[config.mk]
export PLATFORM = sky130hd
export DESIGN_NAME = fetch_controller
export DESIGN_NICKNAME = d
export VERILOG_FILES = /design/src/rtl/fetch_controller_pkg.sv /design/src/rtl/fetch_controller_word_assembler.sv /design/src/rtl/fetch_controller.sv
export SDC_FILE = /design/constraint.sdc
export NUM_CORES = 1
export LEC_CHECK = 0
export ABC_AREA = 1
export CORE_UTILIZATION = 54
export CTS_CLUSTER_SIZE = 14
export DETAILED_ROUTE_END_ITERATION = 16
export MAX_ROUTING_LAYER = met4
export PLACE_DENSITY = 0.92
export SLEW_MARGIN = 20
export SYNTH_ARGS = -nofsm -noshare
export SYNTH_HDL_FRONTEND = slang
export SYNTH_SLANG_ARGS = --single-unit
[constraint.sdc]
create_clock -name clk -period 2.4 [get_ports clk]
set_clock_uncertainty 0.2 [all_clocks]
set_input_delay 0.36 -clock clk [delete_from_list [all_inputs] [get_ports clk]]
set_output_delay 0.36 -clock clk [all_outputs]
set_load 0.05 [all_outputs]
[src/rtl/fetch_controller_pkg.sv]
// Shared definitions for the fetch controller, pipeline and debug unit:
// state encodings, command codes and the program terminator word.
package fetch_controller_pkg;

  localparam logic [2:0] ST_IDLE   = 3'd0;
  localparam logic [2:0] ST_LOAD   = 3'd1;
  localparam logic [2:0] ST_RUN    = 3'd2;
  localparam logic [2:0] ST_PAUSE  = 3'd3;
  localparam logic [2:0] ST_STEP   = 3'd4;
  localparam logic [2:0] ST_HALTED = 3'd5;

  typedef enum logic [1:0] {
    CMD_NONE = 2'b00,
    CMD_LOAD = 2'b01,
    CMD_RUN  = 2'b10,
    CMD_STEP = 2'b11
  } cmd_t;

  localparam logic [31:0] HALT_WORD = 32'hFFFF_FFFF;

  typedef struct packed {
    logic pc_enable;
    logic pc_reset;
  } pc_ctrl_t;

  // PC only advances while executing; it is pinned at 0 until a program is loaded.
  function automatic pc_ctrl_t pc_ctrl(input logic [2:0] state);
    pc_ctrl_t ctrl;
    ctrl.pc_enable = (state == ST_RUN) || (state == ST_STEP);
    ctrl.pc_reset  = (state == ST_IDLE) || (state == ST_LOAD);
    return ctrl;
  endfunction

endpackage

[src/rtl/fetch_controller_word_assembler.sv]
// Packs serial program bytes MSB-first into instruction words and strobes
// word_valid for one cycle, the cycle after the last byte is sampled.
module word_assembler
  import fetch_controller_pkg::*;
#(
  parameter int len = 32
) (
  input  logic           clk,
  input  logic           reset,
  input  logic           clear,
  input  logic           byte_valid,
  input  logic [7:0]     byte_data,
  output logic           word_valid,
  output logic [len-1:0] word
);

  localparam int BPW = len / 8;
  localparam int CW  = (BPW > 1) ? $clog2(BPW) : 1;
  localparam logic [CW-1:0] LAST_BYTE = CW'(BPW - 1);

  logic [CW-1:0]  byte_count;
  logic [len-9:0] shift_reg;
  logic [len-1:0] shifted;

  // Earlier bytes already sit in shift_reg, so the incoming byte lands at the bottom.
  assign shifted = {shift_reg, byte_data};

  always_ff @(posedge clk) begin
    if (reset) begin
      byte_count <= '0;
      shift_reg  <= '0;
      word_valid <= 1'b0;
      word       <= '0;
    end else begin
      word_valid <= 1'b0;
      if (clear) begin
        byte_count <= '0;
        shift_reg  <= '0;
      end else if (byte_valid) begin
        shift_reg <= shifted[len-9:0];
        if (byte_count == LAST_BYTE) begin
          byte_count <= '0;
          word_valid <= 1'b1;
          word       <= shifted;
        end else begin
          byte_count <= byte_count + CW'(1);
        end
      end
    end
  end

endmodule

[src/rtl/fetch_controller.sv]
// Top-level fetch sequencer: loads a program from the serial receiver into
// instruction memory and gates the PC for run / single-step execution.
//
// state  | meaning
// IDLE   | no program activity, PC held at 0
// LOAD   | assembling received bytes and writing instruction memory
// RUN    | free-running execution until halt retires
// PAUSE  | execution suspended, waiting for run or step
// STEP   | single cycle of execution
// HALTED | halt instruction retired, only a new load is accepted
module fetch_controller
  import fetch_controller_pkg::*;
#(
  parameter int len       = 32,
  parameter int RAM_DEPTH = 2048
) (
  input  logic           clk,
  input  logic           reset,
  input  logic [7:0]     in_rx_data,
  input  logic           in_rx_valid,
  input  logic [1:0]     in_cmd,
  input  logic           in_cmd_valid,
  input  logic           in_halt_detected,
  output logic           out_pc_enable,
  output logic           out_pc_reset,
  output logic           out_wr_en,
  output logic [len-1:0] out_wr_addr,
  output logic [len-1:0] out_wr_data,
  output logic [2:0]     out_state,
  output logic           out_load_done,
  output logic           out_step_done
);

  localparam logic [len-1:0] LAST_ADDR  = len'(4 * (RAM_DEPTH - 1));
  localparam logic [len-1:0] HALT_VALUE = len'(HALT_WORD);

  logic [2:0] state;
  logic [2:0] next_state;
  cmd_t       cmd;
  logic       load_end;
  logic       load_entry;
  logic       asm_byte_valid;
  pc_ctrl_t   ctrl;

  assign cmd = cmd_t'(in_cmd);

  // A load finishes on the write of the terminator word or of the last memory slot.
  assign load_end   = out_wr_en && ((out_wr_data == HALT_VALUE) || (out_wr_addr == LAST_ADDR));
  assign load_entry = (next_state == ST_LOAD) && (state != ST_LOAD);

  assign asm_byte_valid = in_rx_valid && (state == ST_LOAD);

  word_assembler #(
    .len (len)
  ) u_word_assembler (
    .clk        (clk),
    .reset      (reset),
    .clear      (load_entry),
    .byte_valid (asm_byte_valid),
    .byte_data  (in_rx_data),
    .word_valid (out_wr_en),
    .word       (out_wr_data)
  );

  always_comb begin
    next_state = state;
    case (state)
      ST_IDLE: begin
        if (in_cmd_valid) begin
          case (cmd)
            CMD_LOAD: next_state = ST_LOAD;
            CMD_RUN:  next_state = ST_RUN;
            CMD_STEP: next_state = ST_STEP;
            default:  next_state = state;
          endcase
        end
      end
      ST_LOAD: begin
        if (load_end) next_state = ST_IDLE;
      end
      ST_RUN: begin
        if (in_halt_detected) next_state = ST_HALTED;
      end
      ST_STEP: begin
        next_state = in_halt_detected ? ST_HALTED : ST_PAUSE;
      end
      ST_PAUSE: begin
        if (in_halt_detected) begin
          next_state = ST_HALTED;
        end else if (in_cmd_valid) begin
          case (cmd)
            CMD_RUN:  next_state = ST_RUN;
            CMD_STEP: next_state = ST_STEP;
            default:  next_state = state;
          endcase
        end
      end
      ST_HALTED: begin
        if (in_cmd_valid && (cmd == CMD_LOAD)) next_state = ST_LOAD;
      end
      default: next_state = ST_IDLE;
    endcase
  end

  always_ff @(posedge clk) begin
    if (reset) begin
      state         <= ST_IDLE;
      out_wr_addr   <= '0;
      out_load_done <= 1'b0;
      out_step_done <= 1'b0;
    end else begin
      state         <= next_state;
      out_load_done <= (state == ST_LOAD) && load_end;
      out_step_done <= (state == ST_STEP) && !in_halt_detected;
      // The final slot's address is held rather than wrapped back to 0.
      if (load_entry) begin
        out_wr_addr <= '0;
      end else if (out_wr_en && (out_wr_addr != LAST_ADDR)) begin
        out_wr_addr <= out_wr_addr + len'(4);
      end
    end
  end

  assign ctrl          = pc_ctrl(state);
  assign out_pc_enable = ctrl.pc_enable;
  assign out_pc_reset  = ctrl.pc_reset;
  assign out_state     = state;

endmodule

==> results of run 1 <==
[per-layer routing]
layer / wire length [µm] / part of all wire, % / up-vias
met1: 5870 / 44 / 2288
li1: - / - / 2520
met4: 431 / 3.3 / 0
met3: 995 / 7.5 / 45
met5: 0 / 0 / -
met2: 5960 / 45 / 225
[path summary, 6_finish.rpt]
check	from	end	slack, ns	cells past startpoint
setup reg to reg	out_wr_addr[3]	out_wr_addr[9]	0.22	12
hold reg to reg	u_word_assembler.shift_reg[3]	u_word_assembler.word[11]	0.28	2
setup / recovery	out_wr_addr[8]	out_wr_addr[8]	0.14	1
hold / removal	u_word_assembler.shift_reg[3]	u_word_assembler.word[11]	0.28	2
[timing repair]
item,in CTS,in global routing
gates resized for setup,1,2
setup endpoints to repair,1,5
hold buffers,0,0
[cell families (layout without fill, tap and decap cells)]
group	after synthesis	count (layout)	synth area share, %
xor+xnor	12	12	2.05
fa+ha+maj	2	2	0.488
compound gates	90	90	8.81
other cells	1	2	0.0732
simple gates	408	408	38.9
buf+inv	153	252	12.9
flops	94	94	36.7
[cell usage after synthesis (all sizes together)]
master  number
a21oi        9
buf         15
clkbuf      12
clkinv       3
conb         1
dfxtp       94
ha           2
inv        123
nand2      199
nand3       43
nand3b       5
nand4       10
nor2       138
nor3        12
nor4         1
o21ai       80
o22ai        1
xnor2        1
xor2        11
[per-stage QoR]
| stage | hold WS, ns | area [µm²] | cells | power (mW) | setup slack [ns] |
|---|---|---|---|---|---|
| 3_5_place_dp | 0.263 | 6170 | 955 | 2.14 | 0.0245 |
| 2_1_floorplan | 0.239 | 5140 | 761 | 2.04 | 0.110 |
| 4_1_cts | 0.282 | 6370 | 971 | 3.17 | 0.0556 |
| 6_report | 0.284 | 6370 | 971 | 3.16 | 0.141 |
| 5_1_grt | 0.304 | 6370 | 971 | 3.27 | 0.0857 |
| 3_3_place_gp | 0.261 | 6170 | 955 | 2.13 | 0.0699 |
[layout by cell type, fill, tap and decap left out, types with 2 or more instances in the layout]
| cell type | instances |
|---|---|
| a21oi_1 | 9 |
| buf_12 | 3 |
| buf_4 | 23 |
| clkbuf_8 | 9 |
| clkdlybuf4s50_1 | 83 |
| clkinv_1 | 3 |
| clkinv_8 | 2 |
| conb_1 | 2 |
| dfxtp_1 | 89 |
| dfxtp_2 | 5 |
| ha_1 | 2 |
| inv_1 | 103 |
| inv_2 | 19 |
| inv_8 | 2 |
| nand2_1 | 191 |
| nand2_2 | 5 |
| nand2_4 | 3 |
| nand3_1 | 43 |
| nand3b_1 | 5 |
| nand4_1 | 10 |
| nor2_1 | 93 |
| nor2_2 | 3 |
| nor2_4 | 42 |
| nor3_1 | 12 |
| o21ai_0 | 58 |
| o21ai_1 | 22 |
| xor2_1 | 11 |
[report_power, final]
part | internal (mW) | leakage, nW | switching (mW) | total (mW)
Clock | 0.414 | 0.0994 | 0.645 | 1.06
Combinational | 0.150 | 1.50 | 0.354 | 0.504
Sequential | 1.58 | 0.760 | 0.0198 | 1.60
Total | 2.14 | 2.36 | 1.02 | 3.16
[layout make-up]
| class | instances | area, µm² | area share, % |
|---|---|---|---|
| clock inverter | 7 | 80.1 | 1.26 |
| sequential | 94 | 1890 | 29.6 |
| timing repair buffer | 110 | 1070 | 16.8 |
| multi-input combinational | 514 | 2590 | 40.7 |
| clock buffer | 9 | 124 | 1.94 |
| tap | 111 | 139 | 2.18 |
| inverter | 126 | 475 | 7.46 |
==> flow_metrics.py, run 1 <==
metrics = {
    "die": {
        "die_area_um2": 9880,
        "io_pins": 87,
        "die_height_um": 99.4,
        "row_count": 35,
        "start_util_pct": 55.7,
        "core_area_um2": 9200,
        "die_w_um": 99.4,
    },
    "power_and_ir_drop": {
        "powerDensity_nw_per_um2": 496,
        "peakVddDrop_mv": 0.437,
        "p_leak_nw": 2.36,
    },
    "sta": {
        "worstMarginPinSlew_ns": 0.755,
        "fmax_mhz": 443,
        "setup_tns_ns": 0,
        "finalCriticalPeriod_ns": 2.26,
        "setup_viol": 0,
        "drv_slew": 0,
        "hold_viol_final": 0,
        "rsz0062_at_grt": "no",
        "period_share_pct": 94.1,
        "max-slew-margin-rel_pct": 49.6,
    },
    "logic_synthesis": {
        "synth_top_area_share_pct": 36.7,
        "ys_warn_count": 0,
        "seq_area_frac_synth_pct": 36.7,
        "synth_area_leaders": "dfxtp_1 (37%), nand2_1 (14%), nor2_4 (9.2%)",
        "synth_top_area_cell": "dfxtp_1",
        "syn_inst": 760,
        "yosys.cell_types.count": 29,
        "synth_area_um2": 5120,
        "avgSynthCellArea_um2": 6.74,
        "ys_ff_latch": 94,
    },
    "clocking": {
        "clock_latency_ns": 0.37,
        "cts_setup_buffers": 0,
        "clkSinkCount": 94,
        "cts-root-buf": "clkbuf_8",
        "clk_pin_slew_ns": 0.10,
        "cts.path.max_buffers": 2,
        "cts_tree": "yes",
        "cts_buffers": 9,
        "htreeDepth": 3,
    },
    "finish": {
        "syn_to_final_growth_pct": 24.3,
        "fin_nets": 872,
        "largest_reg_flops": 32,
        "antenna_cells": 0,
        "fillers": 741,
        "fin_util_pct": 69.3,
        "layout-drive-gt1-share_pct": 14.0,
    },
    "grt": {
        "met2_usage_pct": 43.9,
        "use_met1_pct": 37.0,
        "antenna_found_initial": 0,
        "grt_max_degree": 44,
        "overflow": 0,
        "grt_first_pass_wirelength_mm": 21.7,
        "grt_usage_pct": 28.5,
        "top_usage_layer": "met2",
        "use_met3_pct": 5.62,
        "grt_pass1_vias": 4578,
    },
    "critical_path": {
        "critical_path_class": "flop to output port",
        "arrival_ns": 1.70,
        "required_ns": 1.84,
        "crit_fanout": 6,
        "path_cells": "clkdlybuf4s50_1",
        "slowest_stage": "clkdlybuf4s50_1",
        "start_kind": "flop",
        "crit_buf_inv": 1,
        "end_kind": "output port",
        "critical-path-top-delay-family": "buffers and inverters",
        "slowest_delay_ns": 0.86,
    },
    "placed_design": {
        "place.gp.congestion": 1.02,
        "place.port_buffers": 84,
        "hpwl_mm": 9.69,
    },
    "routing": {
        "dr_total_vias": 5078,
        "route.detailed.drc": 0,
        "drt_wl_total_mm": 13.2,
        "drt-vias-per-instance": 5.23,
        "ant_nets": 0,
        "drt-pass1-iter-count": 5,
        "drtIter0Drc": 408,
        "routedWlPerCell_um": 13.6,
    },
    "job": {
        "max-cap-violations": 0,
    },
    "min_path": {
        "holdCritPathClass": "flop to flop",
    },
    "run_status": {
        "run_status": "complete, no violations",
    },
}
Power figures use the tool's default switching activity.
==> run 2: changes to the inputs <==
--- a/config.mk
+++ b/config.mk
@@ -6,9 +6,11 @@
 export NUM_CORES = 1
 export LEC_CHECK = 0
 export ABC_AREA = 1
+export CAP_MARGIN = 25
 export CORE_UTILIZATION = 54
 export CTS_CLUSTER_SIZE = 14
 export DETAILED_ROUTE_END_ITERATION = 16
+export GPL_TIMING_DRIVEN = 0
 export MAX_ROUTING_LAYER = met4
 export PLACE_DENSITY = 0.92
 export SLEW_MARGIN = 20
==> constraint.sdc (replaced) <==
create_clock -name clk -period 2.4 [get_ports clk]
set_clock_uncertainty 0.2 [all_clocks]
set_input_delay 0.36 -clock clk [delete_from_list [all_inputs] [get_ports clk]]
set_output_delay 0.36 -clock clk [all_outputs]
set_load 0.005 [all_outputs]
==> run 2 against run 1 <==
  * Wire length grew 4.3%
  * Combinational power is 6.9% lower
  * First-iteration DRC count fell by 19%
  * Total power fell by 1.7%
  * Critical endpoint is now out_wr_addr[28]
  * Largest cell class unchanged
  * Highest routed layer unchanged
==> flow_metrics.py, run 2 (synthesized netlist as in run 1, its figures left out) <==
metrics = {
    "routing": {
        "ant_nets": 0,
        "drt_wl_total_mm": 13.8,
        "dr_total_vias": 5062,
        "drt-pass1-iter-count": 5,
        "drt-vias-per-instance": 5.21,
        "route.detailed.drc": 0,
        "routedWlPerCell_um": 14.2,
        "drtIter0Drc": 331,
    },
    "finish": {
        "syn_to_final_growth_pct": 23.1,
        "layout-drive-gt1-share_pct": 12.3,
        "largest_reg_flops": 32,
        "fin_util_pct": 68.6,
        "final_cell_mix": "nand2_1 (192), inv_1 (103), nor2_1 (94)",
        "final_cells": 971,
        "fin_area_um2": 6310,
        "antenna_cells": 0,
        "fin_nets": 872,
        "layout_commonest_cell": "nand2_1",
    },
    "placed_design": {
        "dpl.cell_count": 955,
        "hpwl_mm": 10.6,
        "pre_cts_ws_ns": -0.174,
        "place.port_buffers": 83,
        "place.gp.congestion": 0.965,
        "placed_cell_area_um2": 6100,
    },
    "grt": {
        "grt_usage_pct": 30.0,
        "grt_first_pass_wirelength_mm": 22.5,
        "overflow": 0,
        "grt_pass1_vias": 4608,
        "grt_max_degree": 20,
        "antenna_found_initial": 0,
    },
    "clocking": {
        "htreeDepth": 3,
        "cts_buffers": 9,
        "cts_setup_buffers": 0,
        "clk_pin_slew_ns": 0.11,
        "clkSinkCount": 94,
        "cts_tree": "yes",
        "cts.path.max_buffers": 2,
        "ctsHoldBuffers": 0,
        "clock_latency_ns": 0.37,
        "cts-root-buf": "clkbuf_8",
    },
    "power_and_ir_drop": {
        "swShare_pct": 30.6,
        "combPwrFrac_pct": 15.1,
        "p_leak_nw": 2.30,
        "clkPwrFrac_pct": 33.6,
        "powerDensity_nw_per_um2": 493,
        "seqPwrFrac_pct": 51.3,
        "p_sw_mw": 0.950,
        "peakVddDrop_mv": 0.336,
        "internal-power_mw": 2.16,
    },
    "die": {
        "die_height_um": 99.4,
        "die_w_um": 99.4,
        "core_area_um2": 9200,
        "row_count": 35,
        "die_area_um2": 9880,
        "start_util_pct": 55.7,
        "io_pins": 87,
    },
    "critical_path": {
        "arrival_ns": 2.38,
        "start_kind": "flop",
        "path_cells": "ha_2 > inv_2 > nor2_4 > nand2_4 > nor2_2 > nand2_2 > nand2_4 > inv_2 > clkbuf_2 > o21ai_0 > inv_1 > nor2_4",
        "crit_buf_inv": 4,
        "critical-path-top-delay-family": "simple AND/OR/NAND/NOR gates",
        "slowest_delay_ns": 0.42,
        "critical_path_class": "flop to flop",
        "required_ns": 2.51,
        "crit_fanout": 10,
        "end_kind": "flop",
        "slowest_stage": "dfxtp_4",
    },
    "run_status": {
        "run_status": "complete, no violations",
    },
    "job": {
        "max-cap-violations": 0,
    },
    "sta": {
        "finalCriticalPeriod_ns": 2.26,
        "drv_slew": 0,
        "hold_viol_final": 0,
        "rsz0062_at_grt": "no",
        "setup_viol": 0,
        "fmax_mhz": 442,
        "period_share_pct": 94.3,
        "final.setup.worst_slack_ns": 0.136,
        "worstMarginPinSlew_ns": 0.547,
        "max-slew-margin-rel_pct": 63.5,
    },
    "min_path": {
        "holdCritPathClass": "input pin to flop",
    },
}
-- run 2: changes by cell type in the layout (fill, tap and decap cells not counted), sizes merged --
cell         delta
buf            -11
clkinv          -2
clkbuf         +12
dlygate4sd2     -1
inv             +2
-- run 2: area by class of cell --
class / count / area, µm²
inverter: 126 / 473
buffer: 27 / 191
timing repair buffer: 83 / 831
multi-input combinational: 514 / 2590
fill: 778 / 2890
sequential: 94 / 1890
clock buffer: 9 / 124
clock inverter: 7 / 72.6
tap: 111 / 139
-- run 2: timing repair --
action	4_1_cts	5_1_grt
pin swaps	0	1
endpoints found under the setup margin	40	42
gates resized for setup	3	6
-- run 2: per-stage QoR --
stage | hold WS (ns) | setup TNS (ns) | power (mW)
5_1_grt | 0.222 | 0 | 3.24
4_1_cts | 0.196 | 0 | 3.12
3_3_place_gp | 0.259 | -0.720 | 2.09
2_1_floorplan | 0.239 | 0 | 1.97
3_5_place_dp | 0.271 | -2.22 | 2.10
6_report | 0.214 | 0 | 3.11
-- run 2: final timing paths --
kind	to	slack, ns	cells past startpoint	startpoint
hold / removal	u_word_assembler.word[6]	0.21	2	reset
hold reg to reg	u_word_assembler.word[12]	0.28	2	u_word_assembler.shift_reg[4]
setup / recovery	out_wr_addr[28]	0.14	12	out_wr_addr[2]
setup reg to reg	out_wr_addr[28]	0.14	12	out_wr_addr[2]
-- run 2: routing by layer --
| layer | track usage (%) | part of all wire (%) | vias up |
|---|---|---|---|
| li1 | - | - | 2513 |
| met1 | 39.0 | 45 | 2316 |
| met2 | 47.4 | 46 | 203 |
| met3 | 3.87 | 6.6 | 30 |
| met4 | 11.7 | 2.4 | 0 |
| met5 | - | 0 | - |
-- run 2: power by group through the flow --
stage	combinational [mW]	clock [mW]	sequential, mW
after floorplan	0.339	0	1.63
after global placement	0.460	0	1.63
after detailed placement	0.467	0	1.63
after CTS	0.469	1.05	1.60
after global routing	0.511	1.13	1.60
final	0.469	1.05	1.60
==> run 3: changes to the inputs <==
--- a/config.mk
+++ b/config.mk
@@ -13,6 +13,7 @@
 export GPL_TIMING_DRIVEN = 0
 export MAX_ROUTING_LAYER = met4
 export PLACE_DENSITY = 0.92
+export SETUP_SLACK_MARGIN = 0.05
 export SLEW_MARGIN = 20
 export SYNTH_ARGS = -nofsm -noshare
 export SYNTH_HDL_FRONTEND = slang
==> run 3 against run 2 <==
  * Register-to-register slack improved by 0.05 ns
  * Hold slack got worse by 0.010 ns
  * Final area rose by 0.36%
  * Cell count rose by 0.31%
  * Core utilization rose by 0.24 points
  * Die area did not move
  * First-iteration DRC count fell by 11%
  * Critical endpoint unchanged
==> flow_metrics.py, run 3 (synthesized netlist as in run 1, its figures left out) <==
metrics = {
    "run_status": {
        "run_status": "complete, no violations",
    },
    "finish": {
        "layout-drive-gt1-share_pct": 12.6,
        "antenna_cells": 0,
        "syn_to_final_growth_pct": 23.5,
        "final_cell_mix": "nand2_1 (192), inv_1 (103), nor2_1 (94)",
        "layout_commonest_cell": "nand2_1",
        "fin_nets": 875,
        "largest_reg_flops": 32,
    },
    "power_and_ir_drop": {
        "powerDensity_nw_per_um2": 491,
        "p_leak_nw": 2.32,
        "peakVddDrop_mv": 0.336,
        "power_mw": 3.11,
    },
    "sta": {
        "rsz0062_at_grt": "no",
        "fmax_mhz": 452,
        "setup_viol": 0,
        "final.setup.worst_slack_ns": 0.187,
        "hold_viol_final": 0,
        "fin_hold_ws_ns": 0.204,
        "worstMarginPinSlew_ns": 0.538,
        "setup_tns_ns": 0,
        "period_share_pct": 92.2,
        "drv_slew": 0,
        "finalCriticalPeriod_ns": 2.21,
        "max-slew-margin-rel_pct": 64.1,
    },
    "critical_path": {
        "path_cells": "ha_2 > inv_2 > nor2_4 > nand2_4 > nor2_2 > nand2_2 > nand2_4 > inv_2 > clkbuf_2 > o21ai_0 > inv_1 > nor2_4",
        "r2r-end": "out_wr_addr[28]",
        "critical_path_class": "flop to flop",
        "required_ns": 2.51,
        "start_kind": "flop",
        "arrival_ns": 2.33,
        "slowest_stage": "dfxtp_4",
        "regToRegSetupSlack_ns": 0.19,
        "slowest_delay_ns": 0.39,
        "crit_fanout": 10,
        "end_kind": "flop",
        "r2r_cells": 12,
        "r2r-start": "out_wr_addr[2]",
    },
    "routing": {
        "drtIter0Drc": 293,
        "drt_wl_total_mm": 13.9,
        "dr_total_vias": 5073,
        "routedWlPerCell_um": 14.2,
        "route.detailed.drc": 0,
        "drt-pass1-iter-count": 5,
        "ant_nets": 0,
        "drt-vias-per-instance": 5.21,
    },
    "die": {
        "die_w_um": 99.4,
        "die_height_um": 99.4,
        "core_area_um2": 9200,
        "row_count": 35,
        "die_area_um2": 9880,
        "io_pins": 87,
        "start_util_pct": 55.7,
    },
    "min_path": {
        "holdPathEnd": "u_word_assembler.word[5]",
        "min_from": "reset",
        "holdCritPathClass": "input pin to flop",
        "min_delay_path_depth": 2,
    },
    "grt": {
        "overflow": 0,
        "grt_first_pass_wirelength_mm": 22.5,
        "grt_pass1_vias": 4608,
        "antenna_found_initial": 0,
        "grt_usage_pct": 30.0,
        "grt_max_degree": 20,
    },
    "clocking": {
        "clkSinkCount": 94,
        "cts.path.max_buffers": 2,
        "cts_buffers": 9,
        "cts_tree": "yes",
        "clk_pin_slew_ns": 0.11,
        "clock_latency_ns": 0.37,
        "cts-root-buf": "clkbuf_8",
        "htreeDepth": 3,
    },
    "job": {
        "max-cap-violations": 0,
    },
    "placed_design": {
        "place.port_buffers": 83,
        "place.gp.congestion": 0.965,
        "hpwl_mm": 10.6,
        "pre_cts_ws_ns": -0.174,
    },
}
run 3: cell type report:
cell class / count / area (µm²)
multi-input combinational: 514 / 2590
inverter: 126 / 473
fill: 774 / 2870
clock inverter: 7 / 72.6
timing repair buffer: 86 / 853
tap: 111 / 139
buffer: 27 / 191
clock buffer: 9 / 124
sequential: 94 / 1890
run 3: per-layer routing:
| metal | vias up | part of all wire, % | track usage [%] |
|---|---|---|---|
| met2 | 197 | 46 | 47.4 |
| met4 | 0 | 2.2 | 11.7 |
| met1 | 2329 | 45 | 39.0 |
| met5 | - | 0 | - |
| li1 | 2520 | - | - |
| met3 | 27 | 6.0 | 3.87 |
run 3: power breakdown:
group          internal [mW]  switching [mW]
Clock                  0.411           0.634
Sequential              1.58          0.0177
Combinational          0.171           0.297
Total                   2.16           0.949
run 3: timing repair:
action | 4_1_cts | 5_1_grt
pin swaps | 0 | 1
hold buffers | 0 | 0
resized for setup | 3 | 6
setup endpoints to repair | 40 | 53
setup buffers | 0 | 3
run 3: worst max path at each step:
stage / start / to / depth (start not counted) / slack [ns]
floorplan: out_wr_addr[2] / out_wr_addr[15] / 15 / 0.33
global placement: out_wr_addr[2] / out_wr_addr[21] / 12 / -0.11
detailed placement: out_wr_addr[2] / out_wr_addr[21] / 12 / -0.17
CTS: out_wr_addr[2] / out_wr_addr[25] / 12 / 0.06
global route: out_wr_addr[22] / out_wr_addr[9] / 13 / 0.06
finish: out_wr_addr[2] / out_wr_addr[28] / 12 / 0.19
run 3: metrics by stage:
step | util [%] | cell area, µm² | std cells
after CTS | 68.5 | 6300 | 971
after global routing | 68.8 | 6330 | 974
after floorplan | - | 5130 | 761
after detailed placement | 66.3 | 6100 | 955
after global placement | 66.3 | 6100 | 955
final | 68.8 | 6330 | 974
run 3: critical path: cells and delay by family, from the launching register on:
family	cells	cell delay, ns
and+or+nand+nor	6	0.68
buffers and inverters	4	0.46
adders and majority gates	1	0.20
DFF	1	0.39
AOI/OAI and AO/OA	1	0.21
